==> src/rtl/alu_issue_stage_if.sv <==
// alu_issue_stage_if
//   Handshake bundle for the ALU issue stage.
//   in_*  : decoded instruction from ID (valid/ready), source operands,
//           immediate, op code and destination.
//   out_* : captured ALU result toward MEM/WB (valid/ready).
//   master: the ID / downstream side.  slave: the issue stage itself.
interface alu_issue_stage_if #(
  parameter int XLEN   = 32,
  parameter int REG_AW = 5
);
  logic              in_valid;
  logic              in_ready;
  logic [REG_AW-1:0] in_rs1;
  logic [REG_AW-1:0] in_rs2;
  logic [XLEN-1:0]   in_rs1_data;
  logic [XLEN-1:0]   in_rs2_data;
  logic [XLEN-1:0]   in_imm;
  logic              in_use_imm;
  logic [3:0]        in_op;
  logic [REG_AW-1:0] in_rd;
  logic              in_reg_write;

  logic              out_valid;
  logic              out_ready;
  logic [XLEN-1:0]   out_result;
  logic              out_zero;
  logic [REG_AW-1:0] out_rd;
  logic              out_reg_write;

  modport master (
    output in_valid, in_rs1, in_rs2, in_rs1_data, in_rs2_data, in_imm,
           in_use_imm, in_op, in_rd, in_reg_write, out_ready,
    input  in_ready, out_valid, out_result, out_zero, out_rd, out_reg_write
  );

  modport slave (
    input  in_valid, in_rs1, in_rs2, in_rs1_data, in_rs2_data, in_imm,
           in_use_imm, in_op, in_rd, in_reg_write, out_ready,
    output in_ready, out_valid, out_result, out_zero, out_rd, out_reg_write
  );
endinterface

==> src/rtl/alu_issue_stage.sv <==
// alu_issue_stage
//   Operand-issue / result-capture stage around the combinational RV32I ALU.
//   ISS register presents alu_a/alu_b/alu_op to the ALU; RES register
//   captures alu_result/alu_zero toward MEM/WB.
//   Ports:
//     clk, rst_n        : clock, async active-low reset
//     io (slave)        : in_* instruction handshake, out_* result handshake
//     alu_a/alu_b/alu_op: registered ALU operands (ISS)
//     alu_result/zero   : combinational ALU response
//     wb_rd/wb_data/wb_reg_write : writeback bus, used for forwarding/hazards
//   Build option:
//     ALU_FWD_EN defined  : operands forwarded from ISS, RES and WB.
//     ALU_FWD_EN undefined: operands straight from the register file; any
//                           RAW against ISS/RES/WB stalls in_ready.
`ifndef ALU_ADD_OP
`define ALU_ADD_OP  4'd0
`define ALU_SUB_OP  4'd1
`define ALU_AND_OP  4'd2
`define ALU_OR_OP   4'd3
`define ALU_XOR_OP  4'd4
`define ALU_SLL_OP  4'd5
`define ALU_SRL_OP  4'd6
`define ALU_SRA_OP  4'd7
`define ALU_SLT_OP  4'd8
`define ALU_SLTU_OP 4'd9
`endif

module alu_issue_stage #(
  parameter int XLEN   = 32,
  parameter int REG_AW = 5
) (
  input  logic              clk,
  input  logic              rst_n,
  alu_issue_stage_if.slave  io,
  output logic [XLEN-1:0]   alu_a,
  output logic [XLEN-1:0]   alu_b,
  output logic [3:0]        alu_op,
  input  logic [XLEN-1:0]   alu_result,
  input  logic              alu_zero,
  input  logic [REG_AW-1:0] wb_rd,
  input  logic [XLEN-1:0]   wb_data,
  input  logic              wb_reg_write
);
  localparam int NSRC = 2;  // 0: rs1, 1: rs2

  logic              iss_valid_q, iss_valid_d;
  logic [REG_AW-1:0] iss_rd_q, iss_rd_d;
  logic              iss_reg_write_q, iss_reg_write_d;
  logic [XLEN-1:0]   alu_a_q, alu_a_d;
  logic [XLEN-1:0]   alu_b_q, alu_b_d;
  logic [3:0]        alu_op_q, alu_op_d;

  logic              out_valid_q, out_valid_d;
  logic [XLEN-1:0]   out_result_q, out_result_d;
  logic              out_zero_q, out_zero_d;
  logic [REG_AW-1:0] out_rd_q, out_rd_d;
  logic              out_reg_write_q, out_reg_write_d;

  logic res_adv, in_xfer, hazard, in_ready;

  logic [NSRC-1:0][REG_AW-1:0] src_rs;
  logic [NSRC-1:0][XLEN-1:0]   src_rf;
  logic [NSRC-1:0][XLEN-1:0]   src_val;
  logic [NSRC-1:0]             src_used;
  logic [NSRC-1:0]             src_live;
  // per source: [0] ISS match, [1] RES match, [2] WB match (priority order)
  logic [NSRC-1:0][2:0]        src_hit;

  assign src_rs   = {io.in_rs2, io.in_rs1};
  assign src_rf   = {io.in_rs2_data, io.in_rs1_data};
  assign src_used = {!io.in_use_imm, 1'b1};

  generate
    for (genvar i = 0; i < NSRC; i++) begin : g_src
      // x0 is never a producer: it always reads the register-file zero
      assign src_live[i]   = src_used[i] & (src_rs[i] != '0);
      assign src_hit[i][0] = src_live[i] & iss_valid_q & iss_reg_write_q & (iss_rd_q == src_rs[i]);
      assign src_hit[i][1] = src_live[i] & out_valid_q & out_reg_write_q & (out_rd_q == src_rs[i]);
      assign src_hit[i][2] = src_live[i] & wb_reg_write & (wb_rd == src_rs[i]);
`ifdef ALU_FWD_EN
      // An ISS hit only matters when ISS advances this cycle; if it holds,
      // in_ready is already low and nothing is accepted.
      assign src_val[i] = src_hit[i][0] ? alu_result   :
                          src_hit[i][1] ? out_result_q :
                          src_hit[i][2] ? wb_data      : src_rf[i];
`else
      assign src_val[i] = src_rf[i];
`endif
    end
  endgenerate

`ifdef ALU_FWD_EN
  assign hazard = 1'b0;
`else
  assign hazard = |src_hit;
  logic unused_wb_data;
  assign unused_wb_data = ^wb_data;
`endif

  assign res_adv  = !out_valid_q | io.out_ready;
  assign in_ready = (!iss_valid_q | res_adv) & !hazard;
  assign in_xfer  = io.in_valid & in_ready;

  always_comb begin
    iss_valid_d     = iss_valid_q;
    iss_rd_d        = iss_rd_q;
    iss_reg_write_d = iss_reg_write_q;
    alu_a_d         = alu_a_q;
    alu_b_d         = alu_b_q;
    alu_op_d        = alu_op_q;
    if (in_xfer) begin
      iss_valid_d     = 1'b1;
      iss_rd_d        = io.in_rd;
      iss_reg_write_d = io.in_reg_write;
      alu_a_d         = src_val[0];
      alu_b_d         = io.in_use_imm ? io.in_imm : src_val[1];
      alu_op_d        = io.in_op;
    end else if (res_adv) begin
      iss_valid_d = 1'b0;
    end

    out_valid_d     = out_valid_q;
    out_result_d    = out_result_q;
    out_zero_d      = out_zero_q;
    out_rd_d        = out_rd_q;
    out_reg_write_d = out_reg_write_q;
    if (res_adv) begin
      out_valid_d = iss_valid_q;
      if (iss_valid_q) begin
        out_result_d    = alu_result;
        out_zero_d      = alu_zero;
        out_rd_d        = iss_rd_q;
        out_reg_write_d = iss_reg_write_q;
      end
    end
  end

  always_ff @(posedge clk or negedge rst_n) begin
    if (!rst_n) begin
      iss_valid_q     <= 1'b0;
      iss_rd_q        <= '0;
      iss_reg_write_q <= 1'b0;
      alu_a_q         <= '0;
      alu_b_q         <= '0;
      alu_op_q        <= `ALU_ADD_OP;
      out_valid_q     <= 1'b0;
      out_result_q    <= '0;
      out_zero_q      <= 1'b0;
      out_rd_q        <= '0;
      out_reg_write_q <= 1'b0;
    end else begin
      iss_valid_q     <= iss_valid_d;
      iss_rd_q        <= iss_rd_d;
      iss_reg_write_q <= iss_reg_write_d;
      alu_a_q         <= alu_a_d;
      alu_b_q         <= alu_b_d;
      alu_op_q        <= alu_op_d;
      out_valid_q     <= out_valid_d;
      out_result_q    <= out_result_d;
      out_zero_q      <= out_zero_d;
      out_rd_q        <= out_rd_d;
      out_reg_write_q <= out_reg_write_d;
    end
  end

  assign io.in_ready      = in_ready;
  assign io.out_valid     = out_valid_q;
  assign io.out_result    = out_result_q;
  assign io.out_zero      = out_zero_q;
  assign io.out_rd        = out_rd_q;
  assign io.out_reg_write = out_reg_write_q;
  assign alu_a            = alu_a_q;
  assign alu_b            = alu_b_q;
  assign alu_op           = alu_op_q;
endmodule

==> src/flat_wrapper.sv <==
// flat-port wrapper written by rule: the top's interface ports become plain ports
module alu_issue_stage_flat 
#(
  parameter int XLEN   = 32,
  parameter int REG_AW = 5
)
  (clk, rst_n, alu_a, alu_b, alu_op, alu_result, alu_zero, wb_rd, wb_data, wb_reg_write, io_in_valid, io_in_rs1, io_in_rs2, io_in_rs1_data, io_in_rs2_data, io_in_imm, io_in_use_imm, io_in_op, io_in_rd, io_in_reg_write, io_out_ready, io_in_ready, io_out_valid, io_out_result, io_out_zero, io_out_rd, io_out_reg_write);
  alu_issue_stage_if #(.XLEN(XLEN), .REG_AW(REG_AW)) io_i ();
  input  logic clk;
  input  logic rst_n;
  output logic [XLEN-1:0] alu_a;
  output logic [XLEN-1:0] alu_b;
  output logic [3:0] alu_op;
  input  logic [XLEN-1:0] alu_result;
  input  logic alu_zero;
  input  logic [REG_AW-1:0] wb_rd;
  input  logic [XLEN-1:0] wb_data;
  input  logic wb_reg_write;
  input wire logic [$bits(io_i.in_valid)-1:0] io_in_valid;
  input wire logic [$bits(io_i.in_rs1)-1:0] io_in_rs1;
  input wire logic [$bits(io_i.in_rs2)-1:0] io_in_rs2;
  input wire logic [$bits(io_i.in_rs1_data)-1:0] io_in_rs1_data;
  input wire logic [$bits(io_i.in_rs2_data)-1:0] io_in_rs2_data;
  input wire logic [$bits(io_i.in_imm)-1:0] io_in_imm;
  input wire logic [$bits(io_i.in_use_imm)-1:0] io_in_use_imm;
  input wire logic [$bits(io_i.in_op)-1:0] io_in_op;
  input wire logic [$bits(io_i.in_rd)-1:0] io_in_rd;
  input wire logic [$bits(io_i.in_reg_write)-1:0] io_in_reg_write;
  input wire logic [$bits(io_i.out_ready)-1:0] io_out_ready;
  output wire logic [$bits(io_i.in_ready)-1:0] io_in_ready;
  output wire logic [$bits(io_i.out_valid)-1:0] io_out_valid;
  output wire logic [$bits(io_i.out_result)-1:0] io_out_result;
  output wire logic [$bits(io_i.out_zero)-1:0] io_out_zero;
  output wire logic [$bits(io_i.out_rd)-1:0] io_out_rd;
  output wire logic [$bits(io_i.out_reg_write)-1:0] io_out_reg_write;
  assign io_i.in_valid = io_in_valid;
  assign io_i.in_rs1 = io_in_rs1;
  assign io_i.in_rs2 = io_in_rs2;
  assign io_i.in_rs1_data = io_in_rs1_data;
  assign io_i.in_rs2_data = io_in_rs2_data;
  assign io_i.in_imm = io_in_imm;
  assign io_i.in_use_imm = io_in_use_imm;
  assign io_i.in_op = io_in_op;
  assign io_i.in_rd = io_in_rd;
  assign io_i.in_reg_write = io_in_reg_write;
  assign io_i.out_ready = io_out_ready;
  assign io_in_ready = io_i.in_ready;
  assign io_out_valid = io_i.out_valid;
  assign io_out_result = io_i.out_result;
  assign io_out_zero = io_i.out_zero;
  assign io_out_rd = io_i.out_rd;
  assign io_out_reg_write = io_i.out_reg_write;
  alu_issue_stage #(.XLEN(XLEN), .REG_AW(REG_AW)) u_core (.clk(clk), .rst_n(rst_n), .io(io_i), .alu_a(alu_a), .alu_b(alu_b), .alu_op(alu_op), .alu_result(alu_result), .alu_zero(alu_zero), .wb_rd(wb_rd), .wb_data(wb_data), .wb_reg_write(wb_reg_write));
endmodule
==> config.mk <==
export PLATFORM = sky130hd
export DESIGN_NAME = alu_issue_stage_flat
export DESIGN_NICKNAME = d
export VERILOG_FILES = /design/src/rtl/alu_issue_stage_if.sv /design/src/rtl/alu_issue_stage.sv /design/src/flat_wrapper.sv
export SDC_FILE = /design/constraint.sdc
export NUM_CORES = 1
export LEC_CHECK = 0
export ABC_CLOCK_PERIOD_IN_PS = 2500
export CAP_MARGIN = 20
export CORE_MARGIN = 3
export CORE_UTILIZATION = 40
export CTS_BUF_LIST = sky130_fd_sc_hd__clkbuf_8
export CTS_CLUSTER_SIZE = 25
export DETAILED_ROUTE_END_ITERATION = 6
export PLACE_DENSITY_LB_ADDON = 0.1
export SLEW_MARGIN = 20
export SYNTH_ARGS = -nofsm -noshare
export SYNTH_HDL_FRONTEND = slang
export SYNTH_SLANG_ARGS = --single-unit
==> constraint.sdc <==
create_clock -name clk -period 2.5 [get_ports clk]
set_input_delay 0.5 -clock clk [delete_from_list [all_inputs] [get_ports clk]]
set_output_delay 0.5 -clock clk [all_outputs]
set_load 0.02 [all_outputs]
==> summary.md <==
| Metric | Value |
|---|---|
| Status | `finished with violations` |
| Failing checks | `negative setup slack` |
| Cell row count | `between 40 and 50` |
| Post-synth top area share | `54.0%` |
| DIE AREA | `14,700 µm²` |
| Worst-Skew Late Latency | `420 ps` |
| Final-stage net count | `842` |
| Hold Path Class | `in -> async` |
| Worst setup margin | `-12.1 ps` |
| Fin crit period | `2510 ps` |
| EDFF count, synth | `0` |
| Worst path bufs/invs | `2` |
| Worst EP arrival | `2010 ps` |
| Crit start category | `input pin` |
| Pins Over Slew Limit | `0` |
| Sequential share of the synthesized area | `around 54%` |
| Clock root cell | `clkbuf_8` |
| Layout cells sized above 1 | `34.4%` |
| Hold Vio Cnt, Final | `0` |
| Kind of critical path | `in -> out` |
| Number of I/O port buffers | `268` |
| Total gr overflow | `0` |
| Placer Congestion | `0.895` |
| Vias in the first global route | `4,289` |
| ANT cells | `0` |
| YS warnings | `0` |
| Max incr delay on CP | `530 ps` |
| Clock Path Buffers | `2` |
| H-tree level count | `4` |
| Pre-CTS setup slack | `-763 ps` |
| CTS Sinks | `around 120` |
| Area delta synth->final | `66.6%` |
| Fillers | `a little over 900` |
| Crit-path cells | `clkdlybuf4s15_1 -> or4_4 -> nor2_4 -> or4_4 -> nand2_4 -> nor4_4 -> buf_4` |
| Leakage | `roughly 3.8 nW` |
| Syn Std Cell Area | `5330 µm²` |
| Via density | `4.62` |
| Fmax achieved | `~400 MHz` |
| XOR/XNOR share of the synthesized area | `4.93%` |
| Placed Area | `8400 µm²` |
| Initial antenna violation count | `0` |
| CP max-delay cell | `or4_4` |
| Synth Area in Compound Gates | `0.446%` |
| Clock Skews | `9.61 ps` |
| Slew headroom | `59.0%` |
| RSZ-0062 raised after global routing | `true` |
| Vert. Die Dim | `121 µm` |
| Reg2reg end | `u_core.alu_op[2]$_DFFE_PN0P_` |
| Mux cell area share after synthesis | `roughly 34%` |
| Routed Antenna Nets | `0` |
| Global-route wire length before repair | `22.8 mm` |
| Mean post-synth cell area | `15.9 µm²` |
| Worst path top cell family by delay | `simple AND/OR/NAND/NOR gates` |
| Cts bufs inserted | `17` |
| Final setup viols | `1` |
| Top cells by area, synth | `dfrtp_1 (54%), mux2_2 (18%), mux2_4 (15%), xnor2_1 (3.6%), buf_12 (2.3%)` |
| Chip Width | `121 µm` |
| Worst r2r src | `u_core.io.out_rd[4]$_DFFE_PN0P_` |
| Commonest cells in the synthesized netlist | `dfrtp_1 (115), mux2_2 (85), mux2_4 (54)` |
| WL final | `14.5 mm` |
| R2R depth | `10` |
| Cell Pwr Density | `947 nW/µm²` |
| Synth cell types | `25` |
| Core Util, Final | `69.2%` |
| DR DRC count | `0` |
| Critical Path Most Common Cell | `or4_4` |
| Crit end category | `output port` |
| Worst Hold Margin | `approximately 140 ps` |
| FF-to-FF setup slack | `between 100 and 150 ps` |
| Adder-cell share of the synthesized area | `0%` |
| Synth Flop Type | `dfrtp_1` |
| Post-Synthesis Cells | `~340` |
| Placeable Area | `12,800 µm²` |
| Final period utilization | `100%` |
| Largest family of logic cells by synthesized area | `multiplexers` |
| DR iter-0 viols | `125` |
| Post-synth top area cell | `dfrtp_1` |
| Most frequent cell after synthesis | `dfrtp_1` |
| FF+latch count, synth | `~120` |
| Post-synthesis simple-gate area fraction | `3.08%` |
| CP Data Required Time | `2000 ps` |
| Mapped Nets | `528` |
| Ports | `301` |
| Largest net degree at the start of global routing | `around 120` |
| Clk slew on worst S/H paths | `70 ps` |
| Max_cap viols | `0` |
| TritonCTS clock tree | `built` |
| TritonRoute pass-1 iters | `4` |
| HPWL after DPL | `11.0 mm` |
| Routed len/inst | `~17 µm` |
| Via count | `3,856` |
| Peak fanout along the critical path | `2` |
| Share of flip-flops with an asynchronous set or reset | `100%` |
| Slew @ Worst Pin | `about 610 ps` |
| Final instance area | `8880 µm²` |
| Worst VDD drop | `0.546 mV` |
| Gr usage total | `20.0%` |
| Initial Util | `41.6%` |
-- kinds of logic (layout without fill, tap and decap cells) --
group / count (synthesis) / after routing
muxes: 145 / 145
xor gates and xnor gates: 30 / 30
buffers and inverters: 16 / 342
AOI/OAI and AO/OA: 3 / 3
DFF: 115 / 115
and+or+nand+nor: 27 / 27
-- through the flow --
| stage | std cells | total power [W] | TNS (ps) |
|---|---|---|---|
| after floorplan | 336 | 0.00487 | 0 |
| after global placement | 795 | 0.00674 | -40550 |
| after detailed placement | 795 | 0.00679 | -41280 |
| after CTS | 834 | 0.00850 | -27.1 |
| after global routing | 834 | 0.00886 | -119 |
| final | 834 | 0.00841 | -12.1 |
-- how the worst max path moves through the flow --
stage                                     from  cells past startpoint                      endpoint  slack [ps]
2_1_floorplan                     io_in_rs1[0]                      8  u_core.alu_a[12]$_DFFE_PN0P_         130
3_3_place_gp                          wb_rd[2]                      7                   io_in_ready        -780
3_5_place_dp                          wb_rd[2]                      7                   io_in_ready        -760
4_1_cts        u_core.io.out_rd[2]$_DFFE_PN0P_                      6                   io_in_ready         -30
5_1_grt                           io_in_rs1[3]                      7                   io_in_ready        -120
6_report                          io_in_rs1[3]                      7                   io_in_ready         -10
-- worst register-to-register path, cell delays in order (launching register included) --
cell	delay, ps
dfrtp_2	440
buf_4	150
xnor2_1	120
nand4_1	70
nor3_1	50
o31a_1	280
buf_4	160
nor4_4	290
buf_12	190
buf_12	170
mux2_2	350
-- state kept, by name (all words and copies together) (netlist names) --
name / flops
u_core.io.out_zero: 1
u_core.io.out_result: 32
u_core.alu_op: 4
u_core.io.out_valid: 1
u_core.iss_rd_q: 5
u_core.iss_reg_write_q: 1
u_core.io.out_rd: 5
u_core.alu_a: 32
u_core.iss_valid_q: 1
u_core.io.out_reg_write: 1
u_core.alu_b: 32
-- power by group --
part           internal, W  leakage (nW)  switching [W]  total [W]
Sequential         0.00249          1.34       0.000376    0.00287
Combinational      0.00228          2.26        0.00168    0.00396
Clock             0.000844         0.189       0.000735    0.00158
Total              0.00562          3.79        0.00279    0.00841
-- cell usage in the layout (no fill, tap or decap) --
cell and instances:
clkdlybuf4s50_1 252, dfrtp_1 112, mux2_2 84, mux2_4 55
buf_4 38, xnor2_1 20, clkbuf_8 20, dlygate4sd2_1 10
xor2_1 8, mux2_1 6, buf_12 6, nand4_1 5
nand2_1 4, clkinv_2 4, nor3_1 3, clkinvlp_4 3
dfrtp_2 3, or4_4 2, xnor2_2 2, nor4_4 2
nand2b_1 2, inv_1 2, clkdlybuf4s15_1 2, nor4_1 1
and3_1 1, nor2_1 1, a21oi_1 1, o31a_1 1
nor2_4 1, nor3_2 1, nor4_2 1, nand3b_1 1
nand2_4 1, nand3_1 1, a21bo_2 1, bufinv_16 1
clkinv_4 1, dlymetal6s2s_1 1, buf_2 1, buf_6 1
-- timing repair --
item                       4_1_cts  5_1_grt
pin swaps                        8        1
cloned                           0        0
setup buffers                    8        0
gates resized for setup         36        5
hold buffers                     0        0
setup endpoints to repair       72       60
-- final cells by class --
type                       instances  area (µm²)  area share [%]
multi-input combinational        205        2350            26.5
tap                              172         215            2.42
clock inverter                    11        88.8            1.00
clock buffer                      20         275            3.10
timing repair buffer             311        3060            34.5
sequential                       115        2880            32.5
-- per-layer routing --
| layer | part of all wire, % | up-vias | global-route usage [%] |
|---|---|---|---|
| met1 | 38 | 1849 | 22.4 |
| li1 | - | 1824 | - |
| met3 | 11 | 14 | 8.90 |
| met4 | 1.4 | 0 | 6.72 |
| met2 | 50 | 169 | 34.1 |
| met5 | 0 | - | 0 |
Power figures use the tool's default switching activity.
